<file path="src/rtl/seq_mul_div.sv">
// Multi-cycle signed multiply (radix-2 Booth) / divide (restoring on magnitudes)
// unit producing the Z_high/Z_low result pair for the datapath bus.
//
// state | meaning
// IDLE  | waiting for start, results held
// RUN   | one Booth / quotient iteration per cycle, down-counter active
// FIN   | results written on entry, done pulse for one cycle
module seq_mul_div #(
   parameter int WIDTH = 32
) (
   input  logic             clk,
   input  logic             clr,
   input  logic             start,
   input  logic             op,
   input  logic [WIDTH-1:0] A,
   input  logic [WIDTH-1:0] B,
   output logic             busy,
   output logic             done,
   output logic             div_by_zero,
   output logic [WIDTH-1:0] Z_high,
   output logic [WIDTH-1:0] Z_low
);

   localparam int CW = $clog2(WIDTH + 1);

   typedef enum logic [1:0] {IDLE, RUN, FIN} state_t;

   state_t           state, state_nx;
   logic [CW-1:0]    cnt;
   logic             op_q, dz_q, a_neg, b_neg, qm1;
   logic [WIDTH:0]   hi, hi_nx, sum, shifted, trial;
   logic [WIDTH-1:0] lo, lo_nx, m, res_hi, res_lo;
   logic             capture, last;

   assign capture = start && (state != RUN);
   assign last    = (state == RUN) && (cnt == CW'(1));
   assign busy    = (state == RUN);
   assign done    = (state == FIN);

   always_ff @(posedge clk or negedge clr) begin
      if (!clr) state <= IDLE;
      else      state <= state_nx;
   end

   always_comb begin
      state_nx = state;
      case (state)
         IDLE:    if (start) state_nx = RUN;
         RUN:     if (last) state_nx = FIN;
         FIN:     state_nx = start ? RUN : IDLE;
         default: state_nx = IDLE;
      endcase
   end

   // hi is one bit wider than WIDTH so Booth never overflows on the most
   // negative multiplicand and the restoring trial keeps a valid sign bit.
   always_comb begin
      sum     = hi;
      shifted = {hi[WIDTH-1:0], lo[WIDTH-1]};
      trial   = shifted - {1'b0, m};
      hi_nx   = hi;
      lo_nx   = lo;
      if (!op_q) begin
         case ({lo[0], qm1})
            2'b01:   sum = hi + {m[WIDTH-1], m};
            2'b10:   sum = hi - {m[WIDTH-1], m};
            default: sum = hi;
         endcase
         hi_nx = {sum[WIDTH], sum[WIDTH:1]};
         lo_nx = {sum[0], lo[WIDTH-1:1]};
      end else if (!trial[WIDTH]) begin
         hi_nx = trial;
         lo_nx = {lo[WIDTH-2:0], 1'b1};
      end else begin
         hi_nx = shifted;
         lo_nx = {lo[WIDTH-2:0], 1'b0};
      end
   end

   always_comb begin
      res_hi = hi_nx[WIDTH-1:0];
      res_lo = lo_nx;
      if (dz_q) begin
         res_hi = lo;
         res_lo = '1;
      end else if (op_q) begin
         res_lo = (a_neg ^ b_neg) ? -lo_nx : lo_nx;
         res_hi = a_neg ? -hi_nx[WIDTH-1:0] : hi_nx[WIDTH-1:0];
      end
   end

   always_ff @(posedge clk or negedge clr) begin
      if (!clr) begin
         cnt         <= '0;
         op_q        <= 1'b0;
         dz_q        <= 1'b0;
         a_neg       <= 1'b0;
         b_neg       <= 1'b0;
         qm1         <= 1'b0;
         hi          <= '0;
         lo          <= '0;
         m           <= '0;
         div_by_zero <= 1'b0;
         Z_high      <= '0;
         Z_low       <= '0;
      end else if (capture) begin
         op_q        <= op;
         div_by_zero <= 1'b0;
         qm1         <= 1'b0;
         hi          <= '0;
         cnt         <= CW'(WIDTH);
         dz_q        <= op && (B == '0);
         a_neg       <= op & A[WIDTH-1];
         b_neg       <= op & B[WIDTH-1];
         if (op) begin
            m  <= B[WIDTH-1] ? -B : B;
            lo <= A[WIDTH-1] ? -A : A;
            // divide by zero keeps the raw dividend and finishes on the next edge
            if (B == '0) begin
               lo  <= A;
               cnt <= CW'(1);
            end
         end else begin
            m  <= A;
            lo <= B;
         end
      end else if (state == RUN) begin
         cnt <= cnt - CW'(1);
         if (!dz_q) begin
            hi  <= hi_nx;
            lo  <= lo_nx;
            qm1 <= lo[0];
         end
         if (last) begin
            Z_high      <= res_hi;
            Z_low       <= res_lo;
            div_by_zero <= dz_q;
         end
      end
   end

endmodule

</file>
<file path="config.mk">
export PLATFORM = sky130hd
export DESIGN_NAME = seq_mul_div
export DESIGN_NICKNAME = d
export VERILOG_FILES = /design/src/rtl/seq_mul_div.sv
export SDC_FILE = /design/constraint.sdc
export NUM_CORES = 1
export LEC_CHECK = 0
export BUFFER_PORTS_ARGS = -buffer_cell sky130_fd_sc_hd__buf_2
export CAP_MARGIN = 20
export CORE_MARGIN = 2
export CORE_UTILIZATION = 25
export DETAILED_ROUTE_END_ITERATION = 7
export GPL_TIMING_DRIVEN = 0
export RECOVER_POWER = 100
export SYNTH_ARGS = -nofsm -noshare
export SYNTH_HDL_FRONTEND = slang
export SYNTH_SLANG_ARGS = --single-unit
export TNS_END_PERCENT = 30
</file>
<file path="constraint.sdc">
create_clock -name clk -period 5.65 [get_ports clk]
set_clock_uncertainty 0.05 [all_clocks]
set_input_delay 0.8475 -clock clk [delete_from_list [all_inputs] [get_ports clk]]
set_output_delay 0.8475 -clock clk [all_outputs]
set_load 0.03 [all_outputs]
</file>
-- After elaboration in Yosys (flattened, before gate mapping)
Cells that the tools add are included.
- logic and storage cells: 81
- output and inout bits: 67
- register bits: 175
- bits of input ports: 68
- reduce and logical (&&, ||, !) cells: 11
- equality and inequality tests: 9
- muxes and demuxes: 36
- add/sub/neg operators: 8
- bitwise logic cells: 4
- operators with widths (operator ; number):
    32-bit 2-to-1 mux ; 15
    33-bit 2-to-1 mux ; 5
    32-bit negator ; 4
    33-bit case mux with 2 select lines ; 1
    33-bit adder ; 1
    33-bit by 32-bit subtractor with 33-bit output ; 1
    33-bit subtractor ; 1
    32-bit zero test ; 1
    6-bit 2-to-1 mux ; 4
    1-bit 2-to-1 mux ; 8
    6-bit by 1-bit equality test with 1-bit output (second input constant) ; 1
    2-bit by 1-bit != test with 1-bit output (second input constant) ; 3
    2-bit case mux with 3 select lines ; 1
    2-bit AND reduction ; 3
    6-bit by 1-bit subtractor with 6-bit output (second input constant) ; 1
    2-bit by 1-bit equality test with 1-bit output (second input constant) ; 2
    2-bit equality test (second input constant) ; 2
    2-bit 2-to-1 mux ; 2
    2-bit nonzero test ; 2
    1-bit logical AND ; 3
    3-bit AND reduction ; 1
    1-bit AND ; 2
    2-bit zero test ; 1
    2-bit != test (second input constant) ; 1
    2 further kinds ; 2

-- Logic depth before layout (Yosys ltp)
- word-level depth: 7
- gate-level depth with buffers: 29
- gate-level depth less buffers: 27

-- Least setup slack after synthesis
No wires, ideal clock.
- path kind: reg2reg
- from: reg lo[31]
- to: reg Z_high[26]
- setup slack: -0.015 ns
- cell stages (with the launch flop): 27
- buffers on the path: 1
- arrival: 5.489 ns
- setup time: 0.126 ns
- cell sequence: dfrtp_1 inv_1 ha_1 inv_1 fa_1 a211oi_2 o211ai_1 nand3_1 nand3_1 a31o_2 a31o_2 a21o_1 a21o_1 ha_1 buf_2 nand2_1 o21ai_0 o21ai_0 ha_1 o221ai_1 a211oi_1 nand4_1 nor4_2 nand3_1 nor2_1 mux2_2 a221o_1
- cells in the longest elaborated chain, start to end: 7
- ends and longest elaborated chain (element ; line ; RTL):
    start, declared ; 32 ; logic [WIDTH-1:0] lo, lo_nx, m, res_hi, res_lo;
    start signal, assigned ; 117 ; lo <= A[WIDTH-1] ? -A : A;
    start signal, assigned ; 131 ; lo <= lo_nx;
    33-bit by 32-bit subtractor with 33-bit output ; 60 ; trial = shifted - {1'b0, m};
    33-bit 2-to-1 mux * ; 71 ; end else if (!trial[WIDTH]) begin
    33-bit 2-to-1 mux * ; 63 ; if (!op_q) begin
    32-bit negator ; 88 ; res_hi = a_neg ? -hi_nx[WIDTH-1:0] : hi_nx[WIDTH-1:0];
    32-bit 2-to-1 mux ; 88 ;
    32-bit 2-to-1 mux * ; 86 ; end else if (op_q) begin
    32-bit 2-to-1 mux * ; 83 ; if (dz_q) begin
    end signal, assigned ; 135 ; Z_high <= res_hi;
    end, declared ; 20 ; output logic [WIDTH-1:0] Z_high,
Every way passes the cells marked *; elsewhere a longest branch is shown, timed or not.
A chain may end at the register's enable or synchronous reset.

-- Worst setup path after layout
- from: reg lo[31]
- to: reg Z_high[12]
The elaborated chain is that of the path after synthesis.

==> impl_metrics.csv <==
group,metric,value,unit
cts,ctsHoldBuffers,0,
run,drv_cap,1,
die,core,0.0682,mm2
route,drtIter0Drc,2223,
sta,setup_slack,-0.339,ns
route,wl_per_cell,23.7,um
yosys,ys_ff_latch,175,
grt,track_usage,0.220,
finish,final_nets,2640,
outcome,violations,"max-capacitance violations, max-slew violations, negative setup slack",
outcome,outcome,"finished, violations left",
grt,grt_max_degree,91,
placed_design,io_buffers,132,
setup_path,path_class,"reg -> reg",
die,rows,96,
grt,antenna_found_initial,5,
yosys,synth-adder-area-share,0.0556,
finish,final_cell_mix,"nand2_1 (256), o21ai_0 (204), nor2_1 (198)",
yosys,synth.area.mux_share,0.0326,
sta,timing.fmax,167,MHz
finish,antenna_cells,0,
route,wl,80400,um
route,viasPerCell,5.84,
placed_design,place_ws,-1.91,ns
sta,finalHoldViolations,0,
yosys,synthCells,2266,
yosys,yosysWarnings,0,
sta,tightest_slew,4.23,ns
route,vias,19800,
placed_design,hpwl,63800,um
yosys,synth_cell_type_count,106,
finish,layout_commonest_cell,"nand2_1",
finish,drive_gt1_frac,0.166,
cts,clock-sinks,175,
cts,cts_tree,"done",
route,drc_errors,0,
setup_path,critPathCaptureType,"flip-flop",
sta,fin_crit_sh,1.06,
yosys,yosys.area_share.simple,0.217,
die,start_util,0.251,
die,num_io_pins,135,
setup_path,cp-start-kind,"flip-flop",
yosys,synth_top_flop_cell,"dfrtp_1",
route,ant_nets,0,
sta,rsz0062_at_grt,"true",
sta,hold_ws,0.432,ns
cts,cts_buffers,17,
yosys,syn-cell-area,0.0172,mm2
setup_path,required,6.01,ns
setup_path,path_max_fanout,3,
die,die_h,266,um
grt,overflow,0,
die,dieArea,0.0707,mm2
cts,htree_levels,4,
sta,setup_viol,24,
sta,relSlewSlack,-1.82,
yosys,synth-compound-area-share,0.308,
yosys,ys_seq_area_frac,0.255,
finish,area_delta_synth_final,23.0,%
cts,max-clock-path-buffers,2,
setup_path,cp_data_arrival_time,6.35,ns
yosys,synth.net_count,2409,
cts,clk_pin_slew,0.08,ns
grt,grt_pass1_wl,118000,um
yosys,synth-xor-area-share,0.0776,
yosys,async_reset_ff_frac,1.00,
cts,clk_latency,0.49,ns
route,drt_first_pass_iters,6,
sta,drv_slew,91,
yosys,synth_edf_count,0,
yosys,synth_top_family_by_area,"compound AO/OA/AOI/OAI gates",
yosys,synth_area_per_cell,7.57,um2
grt,grt_pass1_vias,18300,
cts,root_buffer,"clkbuf_16",
placed_design,place_congestion,1.03,
min_path,hp-class,"reg -> reg",
sta,fin_crit,5.99,ns
die,fp.dieW,266,um
finish,fillCellCount,7351,
path summary, 6_finish.rpt:
check | from | to | slack [ns] | cells past startpoint
max in group asynchronous | clr | lo[16] | 0.62 | 2
hold reg to reg | Z_high[10] | Z_high[10] | 0.43 | 1
setup / recovery | lo[31] | Z_high[12] | -0.34 | 26
setup reg to reg | lo[31] | Z_high[12] | -0.34 | 26
hold / removal | Z_high[10] | Z_high[10] | 0.43 | 1
min in group asynchronous | clr | Z_high[21] | 1.88 | 1
flip-flops by register name, indices dropped and copies added (netlist names):
register     cells
b_neg            1
Z_low           32
op_q             1
hi              33
a_neg            1
lo              32
cnt              6
qm1              1
Z_high          32
m               32
dz_q             1
state            2
div_by_zero      1
cells in the mapped netlist (17+ instances only):
master,number,share of area
nand2_1,261,0.057
o21ai_0,215,0.063
nor2_1,204,0.045
a21oi_1,203,0.059
dfrtp_1,175,0.26
clkbuf_1,99,0.022
xor2_1,89,0.045
o211ai_1,81,0.035
ha_1,73,0.053
inv_1,69,0.015
xnor2_1,63,0.032
nand3_1,51,0.015
mux2i_1,48,0.028
nor3_1,42,0.012
or3_1,39,0.014
a31oi_1,35,0.013
o31ai_1,32,0.014
a211oi_1,30,0.013
buf_2,29,0.0085
nand4_1,29,0.011
a21o_1,27,0.012
and3_1,19,0.0069
nor4_1,18,0.0066
nor2b_1,17,0.0062
final cells by class:
cell class	count	area (um2)	area share
Tap cell	882	1100	0.0523
Clock buffer	20	447	0.0212
Timing Repair Buffer	218	1270	0.0601
Clock inverter	12	115	0.00546
Sequential cell	175	4390	0.208
Inverter	72	273	0.0129
Multi-Input combinational cell	1872	12800	0.609
Buffer	141	666	0.0315
worst max-delay path: stages, from the launching register on:
cell      delay (ns)
dfrtp_2         0.44
inv_2           0.09
ha_4            0.15
inv_2           0.04
fa_2            0.36
a211oi_4        0.22
o211ai_1        0.24
nand3_2         0.20
nand3_2         0.08
a31o_4          0.25
a31o_4          0.23
a21o_1          0.19
a21o_1          0.25
ha_4            0.31
inv_4           0.04
buf_6           0.12
mux2i_4         0.18
mux2i_4         0.25
ha_4            0.20
o221ai_4        0.10
a211oi_2        0.31
nand4_1         0.24
buf_4           0.23
or4_4           0.43
and4_4          0.22
o41ai_4         0.26
mux2_4          0.21
stage by stage:
step | util | cell area, um2 | setup TNS (ns) | std cells
2_1_floorplan | - | 17200 | 0 | 2266
3_3_place_gp | 0.277 | 18900 | -63.95 | 3280
3_5_place_dp | 0.278 | 19000 | -64.62 | 3281
4_1_cts | 0.300 | 20500 | -0.902 | 3365
5_1_grt | 0.309 | 21100 | -32.65 | 3392
6_report | 0.309 | 21100 | -3.67 | 3392
timing repair:
item                                    4_1_cts  5_1_grt
gates resized for setup                     120      122
pin swaps                                    28       52
buffers inserted                             53       35
endpoints found under the setup margin       68       40
cell families (layout without fill, tap and decap cells):
| group | count (synthesis) | after routing |
|---|---|---|
| buf+inv | 219 | 463 |
| simple gates | 773 | 773 |
| flops | 175 | 175 |
| compound gates | 817 | 817 |
| mux | 55 | 55 |
| xor+xnor | 152 | 152 |
| fa+ha+maj | 75 | 75 |
metal layers:
layer / track usage / vias to the layer above / part of all wire
met2: 0.319 / 1131 / 0.41
met3: 0.0499 / 228 / 0.098
li1: - / 8859 / -
met1: 0.306 / 9585 / 0.43
met4: 0.108 / 10 / 0.057
met5: 0 / - / 0.00077
Power is left out: the tool's default activity adds up to more than one toggle a clock period on the data nets, which glitch-free logic cannot reach.
